## config.mk

```make
export PLATFORM = sky130hd
export DESIGN_NAME = rr_arbiter_anybit
export DESIGN_NICKNAME = d
export VERILOG_FILES = /design/src/rtl/rr_arb_pkg.sv /design/src/rtl/rr_prio_enc.sv /design/src/rtl/rr_arbiter_anybit.sv
export SDC_FILE = /design/constraint.sdc
export NUM_CORES = 1
export LEC_CHECK = 0
export BUFFER_PORTS_ARGS = -buffer_cell sky130_fd_sc_hd__buf_2
export CAP_MARGIN = 40
export CORE_MARGIN = 3
export CORE_UTILIZATION = 45
export CTS_CLUSTER_SIZE = 40
export DETAILED_ROUTE_END_ITERATION = 8
export HOLD_SLACK_MARGIN = 0.08
export PLACE_DENSITY = 0.67
export RECOVER_POWER = 25
export REMOVE_ABC_BUFFERS = 1
export SETUP_SLACK_MARGIN = 0.2
export SLEW_MARGIN = 20
export SYNTH_ARGS = -nofsm -noshare
export SYNTH_HDL_FRONTEND = slang
export SYNTH_HIERARCHICAL = 1
export SYNTH_SLANG_ARGS = --single-unit
```

## constraint.sdc

```tcl
create_clock -name clk -period 2.6 [get_ports clk]
set_input_delay 0.13 -clock clk [delete_from_list [all_inputs] [get_ports clk]]
set_output_delay 0.13 -clock clk [all_outputs]
set_load 0.01 [all_outputs]
```

## src/rtl/rr_arb_pkg.sv

```systemverilog
// Shared definitions for the round-robin arbiter: FSM state encoding and default sizing.
package rr_arb_pkg;
  typedef enum logic {
    ST_IDLE  = 1'b0,
    ST_GRANT = 1'b1
  } arb_state_e;

  localparam int DEF_IDX_W = 2;
endpackage

```

## src/rtl/rr_prio_enc.sv

```systemverilog
// Rotating priority encoder: the lowest index at or after ptr (mod N) that requests wins.
module rr_prio_enc
  import rr_arb_pkg::*;
#(
  parameter int IDX_W = DEF_IDX_W,
  parameter int N     = 1 << IDX_W
) (
  input  logic [N-1:0]     req,
  input  logic [IDX_W-1:0] ptr,
  output logic [IDX_W-1:0] win_idx,
  output logic             win_valid
);
  logic [2*N-1:0]   req_dbl;
  logic [N-1:0]     req_rot;
  logic [IDX_W-1:0] off;

  assign req_dbl = {req, req};
  // rot[i] corresponds to requester (ptr + i) mod N
  assign req_rot = req_dbl[ptr +: N];

  always_comb begin
    off = '0;
    for (int i = N - 1; i >= 0; i--) begin
      if (req_rot[i]) off = IDX_W'(i);
    end
  end

  assign win_valid = |req;
  assign win_idx   = off + ptr;
endmodule

```

## src/rtl/rr_arbiter_anybit.sv

```systemverilog
// Round-robin arbiter for N = 2^IDX_W requesters; holds a grant until done,
// owner drop, or MAX_HOLD cycles, then idles one cycle before the next grant.
module rr_arbiter_anybit
  import rr_arb_pkg::*;
#(
  parameter int IDX_W    = DEF_IDX_W,
  parameter int N        = 1 << IDX_W,
  parameter int MAX_HOLD = 16,
  parameter int HOLD_W   = 5
) (
  input  logic             clk,
  input  logic             rst,
  input  logic             enable,
  input  logic [N-1:0]     req,
  input  logic             done,
  output logic [N-1:0]     gnt,
  output logic [IDX_W-1:0] gnt_idx,
  output logic             gnt_valid,
  output logic             timeout
);
  arb_state_e       state_q, state_d;
  logic [IDX_W-1:0] ptr_q, ptr_d;
  logic [IDX_W-1:0] idx_q, idx_d;
  logic [HOLD_W-1:0] hold_q, hold_d;
  logic             timeout_q, timeout_d;

  logic [IDX_W-1:0] win_idx;
  logic             win_valid;
  logic             owner_req;
  logic             hold_max;

  rr_prio_enc #(.IDX_W(IDX_W), .N(N)) u_enc (
    .req      (req),
    .ptr      (ptr_q),
    .win_idx  (win_idx),
    .win_valid(win_valid)
  );

  assign owner_req = req[idx_q];
  assign hold_max  = (hold_q == HOLD_W'(MAX_HOLD));

  always_comb begin
    state_d   = state_q;
    ptr_d     = ptr_q;
    idx_d     = idx_q;
    hold_d    = hold_q;
    timeout_d = 1'b0;
    unique case (state_q)
      ST_IDLE: begin
        if (enable && win_valid) begin
          idx_d   = win_idx;
          hold_d  = HOLD_W'(1);
          state_d = ST_GRANT;
        end
      end
      ST_GRANT: begin
        if (done || !owner_req || hold_max) begin
          // timeout flags only a purely forced release
          timeout_d = hold_max && !done && owner_req;
          ptr_d     = idx_q + IDX_W'(1);
          idx_d     = '0;
          hold_d    = '0;
          state_d   = ST_IDLE;
        end else begin
          hold_d = hold_q + HOLD_W'(1);
        end
      end
      default: state_d = ST_IDLE;
    endcase
  end

  always_ff @(posedge clk) begin
    if (rst) begin
      state_q   <= ST_IDLE;
      ptr_q     <= '0;
      idx_q     <= '0;
      hold_q    <= '0;
      timeout_q <= 1'b0;
    end else begin
      state_q   <= state_d;
      ptr_q     <= ptr_d;
      idx_q     <= idx_d;
      hold_q    <= hold_d;
      timeout_q <= timeout_d;
    end
  end

  assign gnt_valid = (state_q == ST_GRANT);
  assign gnt       = gnt_valid ? (N'(1) << idx_q) : '0;
  assign gnt_idx   = idx_q;
  assign timeout   = timeout_q;
endmodule

```

# Word-level counts from Yosys, hierarchy flattened
# Cells that the tools add are included.
[classes] n_addsub=3 mul=0 div_mod_pow=0 n_lt_le_gt_ge=1 eq_ne=3 shift=2 muxes=16 bitwise_logic=2 reduce_logical=11
[op_table] op="two-way mux 2 bit" count=6
[op_table] op="two-way mux 5 bit" count=2
[op_table] op="case mux 5 bit (2 select lines)" count=1
[op_table] op="indexed part select 8 x 3 -> 4 bit" count=1
[op_table] op="adder 5 x 1 -> 5 bit (second input constant)" count=1
[op_table] op="equality test 5 bit (second input constant)" count=1
[op_table] op="two-way mux 4 bit" count=1
[op_table] op="case mux 2 bit (2 select lines)" count=1
[op_table] op="AND reduction 2 bit" count=2
[op_table] op="OR reduction 4 bit" count=1
[op_table] op="left shift 1 x 2 -> 4 bit (first input constant)" count=1
[op_table] op="logical AND 1 bit" count=3
[op_table] op="< comparator 2 x 3 -> 1 bit (second input constant)" count=1
[op_table] op="two-way mux 1 bit" count=3
[op_table] op="OR reduction 3 bit" count=1
[op_table] op="adder 2 x 1 -> 2 bit (second input constant)" count=1
[op_table] op="adder 2 bit" count=1
[op_table] op="binary-select mux 1 bit (select 2 bit)" count=1
[op_table] op="logical NOT 1 bit" count=2
[op_table] op="logical OR 1 bit" count=2
[op_table] op="inequality test 2 x 1 -> 1 bit (second input constant)" count=1
[op_table] op="inequality test 2 bit (second input constant)" count=1
[op_table] op="NOT 1 bit" count=2
[op_table] op="case mux 1 bit (2 select lines)" count=1
[word_totals] reg_bits=11 latch_bits=0 mem_bits_rw=0 mem_bits_ro=0 in_bits=8 word_cells=43 memories=0

# Longest topological paths before layout
# Gate-level depths: netlist of the first run.
[depth] word_depth=8 ltp_mapped=9 depth_no_buf=9

# By module
# The synthesis of the first run kept the hierarchy.
[by_module_without_submodules] mod="rr_arbiter_anybit" n_inst=1 cells_per_inst=82 area_each_um2=698.2
[by_module_without_submodules] mod="rr_prio_enc" n_inst=1 cells_per_inst=22 area_each_um2=161.4

# Worst setup path after synthesis of the first run
# No wires, ideal clock.
[synth_timing] kind="register to register" startpoint="reg ptr_q[1]" endpoint="reg idx_q[1], in the netlist gnt_idx[1]" setup_ps=86 arrival_ps=1589 path_slack_ps=926 stages_incl_launch_ff=10 n_path_buf=0 period_less_slack_ps=1674 cell_sequence="dfxtp_1 -> nand2_1 -> a21oi_1 -> o22ai_1 -> o21a_1 -> ha_1 -> xnor2_1 -> xnor2_1 -> o21bai_1 -> a211oi_1"
[synth_via] elab_chain_len=8
[synth_lines] element="start, declared" line_no="rr_arbiter_anybit.sv:22" rtl="logic [IDX_W-1:0] ptr_q, ptr_d;"
[synth_lines] element="start signal, assigned" line_no="rr_arbiter_anybit.sv:81" rtl="ptr_q <= ptr_d;"
[synth_lines] element="indexed part select 8 x 3 -> 4 bit" line_no="rr_prio_enc.sv:19" rtl="assign req_rot = req_dbl[ptr +: N];"
[synth_lines] element="two-way mux 2 bit (4 in a row)" line_no="rr_prio_enc.sv:24" rtl="if (req_rot[i]) off = IDX_W'(i);"
[synth_lines] element="adder 2 bit *" line_no="rr_prio_enc.sv:29" rtl="assign win_idx = off + ptr;"
[synth_lines] element="net win_idx[1]" line_no="rr_arbiter_anybit.sv:27" rtl="logic [IDX_W-1:0] win_idx;"
[synth_lines] element="two-way mux 2 bit *" line_no="rr_arbiter_anybit.sv:50" rtl="if (enable && win_valid) begin"
[synth_lines] element="case mux 2 bit (2 select lines) *" line_no="rr_arbiter_anybit.sv:48" rtl="unique case (state_q)"
[synth_lines] element="end signal, assigned" line_no="rr_arbiter_anybit.sv:82" rtl="idx_q <= idx_d;"
[synth_lines] element="end, declared" line_no="rr_arbiter_anybit.sv:23" rtl="logic [IDX_W-1:0] idx_q, idx_d;"
# The timed path passes the listed nets; every way through them passes the cells marked *. The select of a mux whose other input is x is not followed.
# A chain may end at the register's enable or synchronous reset.

# Worst setup path after layout of the first run
# Ends and elaborated chain as after synthesis.

==> results_dict.tcl, run 1 <==
set metrics [dict create \
    critical_path.max_fanout 7 \
    place_area_um2 951 \
    hold_end "gnt_idx[0]" \
    worstMarginPinSlew_ps 421 \
    avgRoutedWirePerCell_um 12.0 \
    ys_ff_latch 11 \
    slew_violations 0 \
    syn_inst 104 \
    viasPerCell 5.42 \
    fin_crit_sh_pct 71.2 \
    wirelength_mm 1.74 \
    leakagePower_nw 0.398 \
    cts_tree "done" \
    grt_pass1_wl_mm 3.16 \
    clock_latency_ps 270 \
    min-delay-start "rst" \
    yosysSeqAreaShare_pct 25.6 \
    ctsResizeCount 0 \
    die_area_um2 2470 \
    die_x_um 49.7 \
    required_ps 2780 \
    dp_hpwl_mm 1.29 \
    cp-end-kind "flip-flop" \
    io_pins 16 \
    syn_to_final_growth_pct 13.1 \
    hold_buffers 0 \
    crit_path_start_kind "flip-flop" \
    die_h_um 49.7 \
    ant_nets 0 \
    grt_remaining_overflow 0 \
    synth_warnings 6 \
    first_iter_violations 18 \
    cp_data_arrival_time_ps 2040 \
    synthDistinctLibCells 37 \
    clk_pin_slew_ps 70 \
    syn_area_per_cell_um2 8.27 \
    status "finished, final reports clean" \
    drv_cap 0 \
    diodes 0 \
    track_usage_pct 16.2 \
    pwr-share-seq_pct 47.6 \
    r2r-end "gnt_idx[1]" \
    antenna_found_initial 0 \
    p_total_w 0.000400 \
    period_minus_slack_ps 1850 \
    vias 786 \
    swShare_pct 30.4 \
    r2r_cells 9 \
    internal_power_w 0.000278 \
    rsz0062_at_grt "no" \
    p_per_area_nw_per_um2 411 \
    fmax_ghz 0.540 \
    finalSetupViolCount 0 \
    postLayoutCoreUtil_pct 55.1 \
    core_area_um2 1760 \
    cts_buffer_depth 2 \
    port-buffer-count 15 \
    clockRootBuffer "clkbuf_4" \
    layout.nets 136 \
    gp_congestion 0.769 \
    ir_drop_uv 275 \
    row_count 15 \
    clkPwrFrac_pct 28.9 \
    layout-drive-gt1-share_pct 13.3 \
    p_switching_w 0.000122 \
    start_util_pct 48.7 \
    hold_violations 0 \
    r2r_start "ptr_q[1]" \
    hold_depth 2 \
    first_pass_iters 4 \
    fin_setup_tns_ps 0 \
    grt_max_degree 17 \
    grt_pass1_vias 724 \
    hp-class "in2reg" \
    clock-skew-final_ps 2.85 \
    syn_area_um2 860 \
    cts_setup_buffers 0 \
    hold_slack_ps 170 \
    mostFrequentLayoutCells "dfxtp_1, buf_2, nand2_1, a21oi_1, ha_1" \
    power_frac_comb_pct 23.5 \
    reg2reg_setup_slack_ps 750 \
    slew_headroom_pct 71.9 \
    cts.sinks 11 \
    htree_levels 1 \
    design_area_um2 972 \
    critPathKind "reg2reg" \
    drc 0 \
    numCtsBuffers 3 \
]
critical path: stages, from the launching register on:
cell and delay (ps):
dfxtp_1 440, nand2_1 80, a21oi_1 150, o22ai_1 90, o21a_1 180, ha_1 190
xnor2_1 130, xnor2_1 190, o21bai_1 100, a211oi_1 230
cell usage after synthesis:
library cell	n	area share, %
or4_1	1	0.87
and2b_1	1	0.87
nor4b_1	1	1.0
o21a_1	1	0.87
o22ai_1	2	1.5
a31oi_1	1	0.73
or4b_1	2	2.3
mux2i_1	3	3.5
buf_6	1	1.3
nor2_1	6	2.6
nor2b_1	3	2.2
inv_1	5	2.2
o211ai_1	2	1.7
dfxtp_1	11	26
xnor2_1	3	3.1
o41ai_1	2	2.0
mux2_1	1	1.3
nor3b_1	4	3.5
a22o_1	2	2.0
a211oi_1	2	1.7
o311ai_2	1	1.9
nor3_1	1	0.58
ha_1	7	10
nor4_1	1	0.73
nand2b_1	3	2.2
and2_1	5	3.6
a21oi_1	7	4.1
nor4bb_1	1	1.2
a2bb2oi_1	1	1.0
a21o_1	2	1.7
and3_1	1	0.73
o22a_1	1	1.0
o21bai_1	2	1.7
clkbuf_1	3	1.3
nand3_1	4	2.3
or2_1	1	0.73
nand2_1	9	3.9
worst max path at each step:
stage,start,endpoint,depth (start not counted)
global placement,ptr_q[1],gnt_idx[1],9
floorplan,hold_q[0],hold_q[0],6
detailed placement,ptr_q[1],gnt_idx[1],9
finish,ptr_q[1],gnt_idx[1],9
CTS,ptr_q[1],gnt_idx[1],9
global route,ptr_q[1],gnt_idx[1],9
logic make-up after synthesis:
family	synth area share [%]
simple gates	29.4
compound gates	22.1
flops	25.6
buf+inv	4.80
fa+ha+maj	10.2
mux	4.80
xor+xnor	3.06
power by group through the flow:
stage | registers (W) | logic [W] | clock network (W)
after floorplan | 0.000192 | 0.0000653 | 0
after global placement | 0.000194 | 0.0000920 | 0
after detailed placement | 0.000194 | 0.0000945 | 0
after CTS | 0.000190 | 0.0000953 | 0.000121
after global routing | 0.000193 | 0.000108 | 0.000131
final | 0.000190 | 0.0000939 | 0.000116
stage by stage:
| step | cells | setup WS (ps) |
|---|---|---|
| 5_1_grt | 145 | 561 |
| 4_1_cts | 145 | 757 |
| 3_3_place_gp | 141 | 827 |
| 6_report | 145 | 748 |
| 3_5_place_dp | 141 | 779 |
| 2_1_floorplan | 100 | 790 |
routing by layer:
metal	global-route usage (%)	routed length, um
met5	0	0
met2	23.8	744
met3	6.04	115
met4	5.99	32
met1	21.5	850
sequential cells by signal, indices dropped and copies added, names as in the netlist:
| name | flops |
|---|---|
| gnt_valid | 1 |
| ptr_q | 2 |
| hold_q | 5 |
| timeout | 1 |
| gnt_idx | 2 |
final cells by class:
class,instances,area (um2)
repair buffers,16,77.6
well taps,25,31.3
clock buffers,4,26.3
multi-input cells,84,598
fillers,189,792
flip-flops and latches,11,220
inverters,5,18.8
No activity file was read; power rests on OpenSTA's default activity.
==> run 2, diff against run 1 <==
--- a/config.mk
+++ b/config.mk
@@ -12,7 +12,7 @@
 export CTS_CLUSTER_SIZE = 40
 export DETAILED_ROUTE_END_ITERATION = 8
 export HOLD_SLACK_MARGIN = 0.08
-export PLACE_DENSITY = 0.67
+export PLACE_DENSITY = 0.69
 export RECOVER_POWER = 25
 export REMOVE_ABC_BUFFERS = 1
 export SETUP_SLACK_MARGIN = 0.2
==> constraint.sdc (replaced) <==
create_clock -name clk -period 1.7 [get_ports clk]
set_input_delay 0.085 -clock clk [delete_from_list [all_inputs] [get_ports clk]]
set_output_delay 0.085 -clock clk [all_outputs]
set_load 0.01 [all_outputs]
==> run 2 against run 1 <==
  * Clock power up 54%
  * Design area grew 16%
  * Die area is the same
  * Combinational power is 110% higher
  * Critical path depth unchanged
  * Worst setup slack got worse by 710 ps
  * Non-clock buffer count grew 12
  * Worst hold slack lost 25 ps
  * Sequential share of layout area shrank 2.7 points
  * Flip-flop and latch count unchanged
  * Clock-buffer cell count unchanged
  * Largest power group unchanged
  * Sequential power increased by 49%
==> results_dict.tcl, run 2 (same netlist as run 1, synthesis figures left out) <==
set metrics [dict create \
    critPathKind "reg2reg" \
    grt_remaining_overflow 0 \
    reg2reg_setup_slack_ps 30 \
    dp_hpwl_mm 1.45 \
    r2r_start "ptr_q[1]" \
    cts_tree "done" \
    required_ps 1890 \
    status "finished, final reports clean" \
    crit_path_start_kind "flip-flop" \
    largest_reg_flops 5 \
    io_pins 16 \
    post-place-ws_ps -58.6 \
    hp-class "in2reg" \
    first_iter_violations 19 \
    grt_pass1_vias 802 \
    cts_buffer_depth 2 \
    hold_violations 0 \
    layout-drive-gt1-share_pct 30.3 \
    slew_violations 0 \
    die_h_um 49.7 \
    fin_setup_tns_ps 0 \
    leakagePower_nw 0.469 \
    layout_commonest_cell "buf_2" \
    min-delay-start "rst" \
    period_minus_slack_ps 1670 \
    clk_pin_slew_ps 70 \
    mostFrequentLayoutCells "buf_2, nand2_1, buf_4, dfxtp_1, a21oi_1" \
    fill_cells 170 \
    cp-end-kind "flip-flop" \
    grt_pass1_wl_mm 3.37 \
    syn_to_final_growth_pct 30.9 \
    die_area_um2 2470 \
    p_per_area_nw_per_um2 583 \
    grt_max_degree 13 \
    vias 875 \
    layout.nets 148 \
    design_area_um2 1120 \
    finalSetupViolCount 0 \
    fin_crit_sh_pct 98.0 \
    htree_levels 1 \
    port-buffer-count 15 \
    avgRoutedWirePerCell_um 13.6 \
    antenna_found_initial 0 \
    clock_latency_ps 270 \
    fmax_ghz 0.600 \
    clockRootBuffer "clkbuf_4" \
    numCtsBuffers 3 \
    track_usage_pct 17.0 \
    diodes 0 \
    ant_nets 0 \
    drv_cap 0 \
    wirelength_mm 2.13 \
    core_area_um2 1760 \
    worstMarginPinSlew_ps 374 \
    clock-skew-final_ps 6.88 \
    viasPerCell 5.57 \
    rsz0062_at_grt "yes" \
    critical_path.max_fanout 4 \
    drc 0 \
    start_util_pct 48.7 \
    die_x_um 49.7 \
    slew_headroom_pct 75.0 \
    crit_start "ptr_q[1]" \
    setup_ws_ps 33.2 \
    place_area_um2 988 \
    row_count 15 \
    cts.sinks 11 \
    first_pass_iters 4 \
    cp_data_arrival_time_ps 1860 \
    hold_buffers 0 \
    gp_congestion 0.827 \
    largest_register "hold_q" \
    ir_drop_uv 489 \
]
run 2: where the power goes:
group          leakage [nW]  switching, W  total [W]  internal [W]
combinational         0.363      0.000103   0.000194     0.0000908
clock                0.0150     0.0000879   0.000179     0.0000908
sequential           0.0907     0.0000141   0.000283      0.000269
run 2: layer usage:
metal / up-vias / track usage [%] / wire length [um]
met2: 25 / 27.5 / 1020
met3: 2 / 5.44 / 107
li1: 436 / - / -
met1: 412 / 21.4 / 1000
met4: 0 / 4.61 / 8
met5: - / 0 / 0
run 2: worst max-delay path, cell delays in order (launching register included):
cell	delay, ps
dfxtp_2	340
nand2_1	60
a21oi_1	120
o22ai_1	80
o21a_1	180
ha_2	180
xnor2_2	130
xnor2_1	200
o21bai_1	100
a211oi_1	190
run 2: layout make-up:
| cell class | instances | area [um2] | area share [%] |
|---|---|---|---|
| clock buffers | 4 | 26.3 | 2.34 |
| inverters | 5 | 18.8 | 1.67 |
| multi-input cells | 84 | 667 | 59.3 |
| flip-flops and latches | 11 | 224 | 19.9 |
| well taps | 25 | 31.3 | 2.78 |
| repair buffers | 28 | 158 | 14.0 |
run 2: worst paths after layout:
check	endpoint	cells after the start
max	gnt_idx[1]	9
min	gnt_idx[1]	2
max reg2reg	gnt_idx[1]	9
min reg2reg	hold_q[4]	1
run 2: repair_timing:
action	CTS	global route
setup endpoints to repair	5	11
resized for setup	7	9
gates cloned	0	1
buffers inserted	6	0
pin swaps	8	4
run 2: metrics by stage:
step | hold WS (ps) | power (W) | util [%] | instances
6_report | 145 | 0.000656 | 63.8 | 157
2_1_floorplan | 157 | 0.000394 | - | 100
5_1_grt | 141 | 0.000703 | 63.8 | 157
3_3_place_gp | 396 | 0.000445 | 56.0 | 146
4_1_cts | 111 | 0.000650 | 61.1 | 156
3_5_place_dp | 400 | 0.000453 | 56.0 | 146
